## src/rtl/ps2_host_tx.sv

```systemverilog
// rtl/ps2_host_tx.sv - PS/2 host-to-device command transmitter (request-to-send, odd parity, ack check).
module ps2_host_tx #(
   parameter int INHIBIT_CYCLES = 6000,
   parameter int REQ_CYCLES     = 50,
   parameter int START_TIMEOUT  = 750000,
   parameter int XFER_TIMEOUT   = 100000
) (
   input  logic       iCLK,
   input  logic       iRST_N,
   input  logic [7:0] iDATA,
   input  logic       iSTART,
   output logic       oBUSY,
   output logic       oDONE,
   output logic       oERROR,
   input  logic       PS2_CLK_IN,
   input  logic       PS2_DAT_IN,
   output logic       PS2_CLK_OE,
   output logic       PS2_DAT_OE
);

   typedef enum logic [3:0] {
      S_IDLE, S_INHIBIT, S_REQ, S_WAIT_CLK, S_SEND, S_ACK, S_WAIT_IDLE, S_DONE, S_ERR
   } state_e;

   localparam logic [19:0] INH_LAST   = 20'(INHIBIT_CYCLES - 1);
   localparam logic [19:0] REQ_LAST   = 20'(REQ_CYCLES - 1);
   localparam logic [19:0] START_LAST = 20'(START_TIMEOUT - 1);
   localparam logic [19:0] XFER_LAST  = 20'(XFER_TIMEOUT - 1);

   state_e      state_q, state_d;
   logic [10:0] shift_q, shift_d;
   logic [3:0]  cnt_q, cnt_d;
   logic [19:0] timer_q, timer_d;
   logic        clk_meta_q, clk_sync_q, clk_prev_q;
   logic        dat_meta_q, dat_sync_q;
   logic        clk_oe_d, dat_oe_d, busy_d, done_d, err_d;
   logic        fall;
   logic        xfer_expired;

   assign fall         = clk_prev_q & ~clk_sync_q;
   assign xfer_expired = (timer_q >= XFER_LAST);

   // Synchronizers reset high (idle bus level) so reset release never fakes a falling edge.
   always_ff @(posedge iCLK or negedge iRST_N) begin
      if (!iRST_N) begin
         state_q    <= S_IDLE;
         shift_q    <= '0;
         cnt_q      <= '0;
         timer_q    <= '0;
         clk_meta_q <= 1'b1;
         clk_sync_q <= 1'b1;
         clk_prev_q <= 1'b1;
         dat_meta_q <= 1'b1;
         dat_sync_q <= 1'b1;
         PS2_CLK_OE <= 1'b0;
         PS2_DAT_OE <= 1'b0;
         oBUSY      <= 1'b0;
         oDONE      <= 1'b0;
         oERROR     <= 1'b0;
      end else begin
         state_q    <= state_d;
         shift_q    <= shift_d;
         cnt_q      <= cnt_d;
         timer_q    <= timer_d;
         clk_meta_q <= PS2_CLK_IN;
         clk_sync_q <= clk_meta_q;
         clk_prev_q <= clk_sync_q;
         dat_meta_q <= PS2_DAT_IN;
         dat_sync_q <= dat_meta_q;
         PS2_CLK_OE <= clk_oe_d;
         PS2_DAT_OE <= dat_oe_d;
         oBUSY      <= busy_d;
         oDONE      <= done_d;
         oERROR     <= err_d;
      end
   end

   always_comb begin
      state_d = state_q;
      shift_d = shift_q;
      cnt_d   = cnt_q;
      timer_d = (timer_q == 20'hFFFFF) ? timer_q : timer_q + 20'd1;
      case (state_q)
         S_IDLE: begin
            timer_d = timer_q;
            if (iSTART) begin
               shift_d = {1'b1, ~^iDATA, iDATA, 1'b0};
               cnt_d   = '0;
               timer_d = '0;
               state_d = S_INHIBIT;
            end
         end
         S_INHIBIT: begin
            if (timer_q >= INH_LAST) begin
               timer_d = '0;
               state_d = S_REQ;
            end
         end
         S_REQ: begin
            if (timer_q >= REQ_LAST) begin
               timer_d = '0;
               state_d = S_WAIT_CLK;
            end
         end
         S_WAIT_CLK: begin
            if (fall) begin
               shift_d = {1'b0, shift_q[10:1]};
               cnt_d   = 4'd1;
               timer_d = '0;
               state_d = S_SEND;
            end else if (timer_q >= START_LAST) begin
               state_d = S_ERR;
            end
         end
         S_SEND: begin
            if (fall) begin
               shift_d = {1'b0, shift_q[10:1]};
               cnt_d   = cnt_q + 4'd1;
               if (cnt_q == 4'd9) state_d = S_ACK;
            end else if (xfer_expired) begin
               state_d = S_ERR;
            end
         end
         S_ACK: begin
            if (fall)              state_d = dat_sync_q ? S_ERR : S_WAIT_IDLE;
            else if (xfer_expired) state_d = S_ERR;
         end
         S_WAIT_IDLE: begin
            if (clk_sync_q && dat_sync_q) state_d = S_DONE;
            else if (xfer_expired)        state_d = S_ERR;
         end
         S_DONE:  state_d = S_IDLE;
         S_ERR:   state_d = S_IDLE;
         default: state_d = S_IDLE;
      endcase
   end

   // Outputs are decoded from the next state so every pad enable and flag is a flop.
   always_comb begin
      clk_oe_d = (state_d == S_INHIBIT) || (state_d == S_REQ);
      dat_oe_d = 1'b0;
      if (state_d == S_REQ)                               dat_oe_d = 1'b1;
      else if (state_d == S_WAIT_CLK || state_d == S_SEND) dat_oe_d = ~shift_d[0];
      busy_d = (state_d != S_IDLE);
      done_d = (state_d == S_DONE);
      err_d  = (state_d == S_ERR);
   end

endmodule

```

## config.mk

```make
export PLATFORM = sky130hd
export DESIGN_NAME = ps2_host_tx
export DESIGN_NICKNAME = d
export VERILOG_FILES = /design/src/rtl/ps2_host_tx.sv
export SDC_FILE = /design/constraint.sdc
export NUM_CORES = 1
export LEC_CHECK = 0
export CAP_MARGIN = 20
export CORE_MARGIN = 2
export CORE_UTILIZATION = 64
export CTS_CLUSTER_DIAMETER = 30
export CTS_CLUSTER_SIZE = 8
export DETAILED_ROUTE_END_ITERATION = 10
export GPL_TIMING_DRIVEN = 1
export PLACE_DENSITY_LB_ADDON = 0.05
export SYNTH_ARGS = -nofsm -noshare
export SYNTH_HDL_FRONTEND = slang
export SYNTH_SLANG_ARGS = --single-unit
```

## constraint.sdc

```tcl
create_clock -name iCLK -period 3.8 [get_ports iCLK]
set_clock_uncertainty 0.2 [all_clocks]
set_input_delay 0.95 -clock iCLK [delete_from_list [all_inputs] [get_ports iCLK]]
set_output_delay 0.95 -clock iCLK [all_outputs]
set_load 0.1 [all_outputs]
```

==> impl_metrics.json <==
{
  "synth.area.top_cells": "dfrtp_1 39%, nor2_1 4.9%, dfstp_2 4.6%",
  "grt.overflow.total": 0,
  "grt_max_degree": 50,
  "grt_pass1_wl_um": 10500,
  "synth_edf_count": 0,
  "rsz0062_at_grt": "no",
  "synth.yosys.seq_area_share_pct": 43.6,
  "boundaryPins": 18,
  "place_hpwl_um": 4270,
  "outcome": "finished clean",
  "avgSynthCellArea_um2": 9.07,
  "yosysMostFrequentCell": "dfrtp_1",
  "seqPwrFrac_pct": 59.1,
  "swShare_pct": 22.0,
  "maxSlewViolCount": 0,
  "p_sw_uw": 196,
  "fmax_ghz": 0.355,
  "cts_setup_buffers": 0,
  "synth.top_cell.area_share_pct": 38.9,
  "setup_ws_ns": 0.983,
  "syn_to_final_growth_pct": 9.20,
  "crit_type": "reg -> reg",
  "drv_cap": 0,
  "hold_path_depth": 0,
  "fin_util_pct": 71.9,
  "via_per_inst": 6.48,
  "relSlewSlack_pct": 56.8,
  "first_iter_violations": 270,
  "root_buffer": "clkbuf_8",
  "end_kind": "flop",
  "synthesis.nets": 330,
  "dieWidth_um": 70.5,
  "synth-main-ff-cell": "dfrtp_1",
  "timing.final.hold_violations": 0,
  "pwr-share-clk_pct": 35.9,
  "syn_area_um2": 2830,
  "hold_path_class": "reg -> reg",
  "period_needed_ns": 2.82,
  "clk_pin_slew_ns": 0.09,
  "power.internal_uw": 696,
  "grt_usage_pct": 26.6,
  "crit_cells": 8,
  "ctsLongestPathBuffers": 2,
  "yosys.cell_types.count": 53,
  "p_per_area_nw_per_um2": 289,
  "insertion_delay_ns": 0.30,
  "drive_gt1_share_pct": 9.32,
  "path_buf_inv": 1,
  "finalWirelength_um": 6080,
  "ys_top_cells_by_count": "44 x dfrtp_1, 37 x nor2_1, 27 x nand2_1",
  "antenna_found_initial": 0,
  "nNetsFinal": 339,
  "finalPower_uw": 892,
  "critPathMaxFanout": 15,
  "worstPathArrival_ns": 2.79,
  "ys_ff_latch": 49,
  "grt_pass1_vias": 2320,
  "hold_buffers": 0,
  "top_layer_used": "met4",
  "die_area_um2": 4970,
  "route.met2.wl_um": 2780,
  "tritoncts": "yes",
  "cts_max_level": 2,
  "ant_nets": 0,
  "drc": 0,
  "leakage_uw": 0.00140,
  "cts.sinks": 49,
  "pre_cts_ws_ns": 0.763,
  "slowest_delay_ns": 0.53,
  "worstMarginPinSlew_ns": 0.648,
  "required_ns": 3.77,
  "crit_chain": "ha_1, nand4b_1, a2111oi_1, nor4b_1, a211oi_2, buf_4, and2b_1, nor2_1",
  "wirelength_met1_um": 2740,
  "start_util_pct": 65.9,
  "async_flop_share_pct": 100,
  "die_h_um": 70.5,
  "row_count": 24,
  "reg2reg_depth": 8,
  "cts_buffers": 5,
  "min_period_over_period_pct": 74.1,
  "path_delay_family": "simple AND/OR/NAND/NOR gates",
  "yosysWarnings": 0,
  "post_drt_wl_per_cell_um": 16.3,
  "antenna_cells": 0,
  "dr.pass1.iters": 7,
  "core_area_um2": 4290,
  "num_vias": 2423,
  "synth_cells": 312,
  "yosys.area.top_type": "dfrtp_1",
  "power_frac_comb_pct": 5.0,
  "ir_drop_uv": 240,
  "met3WireLength_um": 427,
  "io_buffers": 17,
  "place_congestion": 0.876,
  "tns_ns": 0,
  "startpoint_type": "flop",
  "cts_resized": 0,
  "slowest_stage": "a2111oi_1",
  "setup_viol": 0
}
registers in the layout (all words and copies together) (netlist names):
register and flops:
state_q 4, oERROR 1, clk_sync_q 1, dat_sync_q 1
dat_meta_q 1, timer_q 20, clk_prev_q 1, oDONE 1
PS2_DAT_OE 1, shift_q 11, PS2_CLK_OE 1, clk_meta_q 1
oBUSY 1, cnt_q 4
layer usage:
metal / track usage (%) / vias to the layer above
met4: 10.5 / 0
met3: 4.18 / 15
met2: 41.2 / 118
met1: 37.7 / 1146
met5: 0 / -
li1: - / 1144
cell families (layout without fill, tap and decap cells):
kind of cell / after synthesis / after routing / synth area share [%]
simple gates: 136 / 136 / 24.9
compound gates: 63 / 63 / 16.9
flops: 49 / 49 / 43.6
buf+inv: 38 / 48 / 5.97
xor+xnor: 21 / 21 / 6.50
fa+ha+maj: 5 / 5 / 2.21
placed cells by master (no fill, tap or decap), types with 2 or more instances in the layout:
master,count
o311ai_0,2
o31ai_1,4
o32ai_1,2
nand2_1,27
nand3_1,17
or3_1,5
dfrtp_1,44
o21ai_0,12
nor4b_1,2
nor4_1,7
nor3b_1,2
inv_1,18
nor2_1,37
xnor2_1,14
nand4_1,3
nor3_1,10
clkdlybuf4s50_1,11
o41ai_1,2
a21oi_1,6
buf_4,9
o211ai_1,3
o22a_1,4
ha_1,5
nand2b_1,7
and3_1,5
a22oi_1,3
dfstp_2,5
a222oi_1,8
xor2_1,7
nor2b_1,4
clkbuf_8,6
a31oi_1,7
cell type report:
type / instances / area (um^2)
Tap cell: 52 / 65.1
Inverter: 18 / 67.6
Sequential cell: 49 / 1230
Fill cell: 339 / 1200
Multi-Input combinational cell: 225 / 1430
Timing Repair Buffer: 22 / 203
Clock buffer: 7 / 86.3
Clock inverter: 1 / 7.51
stage by stage:
| stage | hold slack [ns] | instances | cell area [um^2] |
|---|---|---|---|
| finish | 0.160 | 374 | 3090 |
| global route | 0.166 | 374 | 3090 |
| CTS | 0.161 | 373 | 3070 |
| detailed placement | 0.148 | 365 | 2980 |
| global placement | 0.147 | 365 | 2980 |
| floorplan | 0.145 | 312 | 2830 |
power groups by stage:
stage	Combinational, uW	Clock (uW)	Sequential, uW
2_1_floorplan	15.9	0	537
3_3_place_gp	41.6	0	537
3_5_place_dp	42.2	0	538
4_1_cts	42.9	329	527
5_1_grt	49.4	344	528
6_report	44.4	321	528
worst paths after layout:
kind / start / end / slack [ns]
worst max-delay path: timer_q[0]$_DFFE_PN0N_ / timer_q[13]$_DFFE_PN0N_ / 0.98
worst min-delay path: clk_meta_q$_DFF_PN1_ / clk_sync_q$_DFF_PN1_ / 0.16
worst max register to register: timer_q[0]$_DFFE_PN0N_ / timer_q[13]$_DFFE_PN0N_ / 0.98
worst min register to register: clk_meta_q$_DFF_PN1_ / clk_sync_q$_DFF_PN1_ / 0.16
max in group asynchronous: iRST_N / clk_sync_q$_DFF_PN1_ / 2.53
min in group asynchronous: iRST_N / shift_q[0]$_DFF_PN0_ / 0.31
No activity file was read; power rests on OpenSTA's default activity.
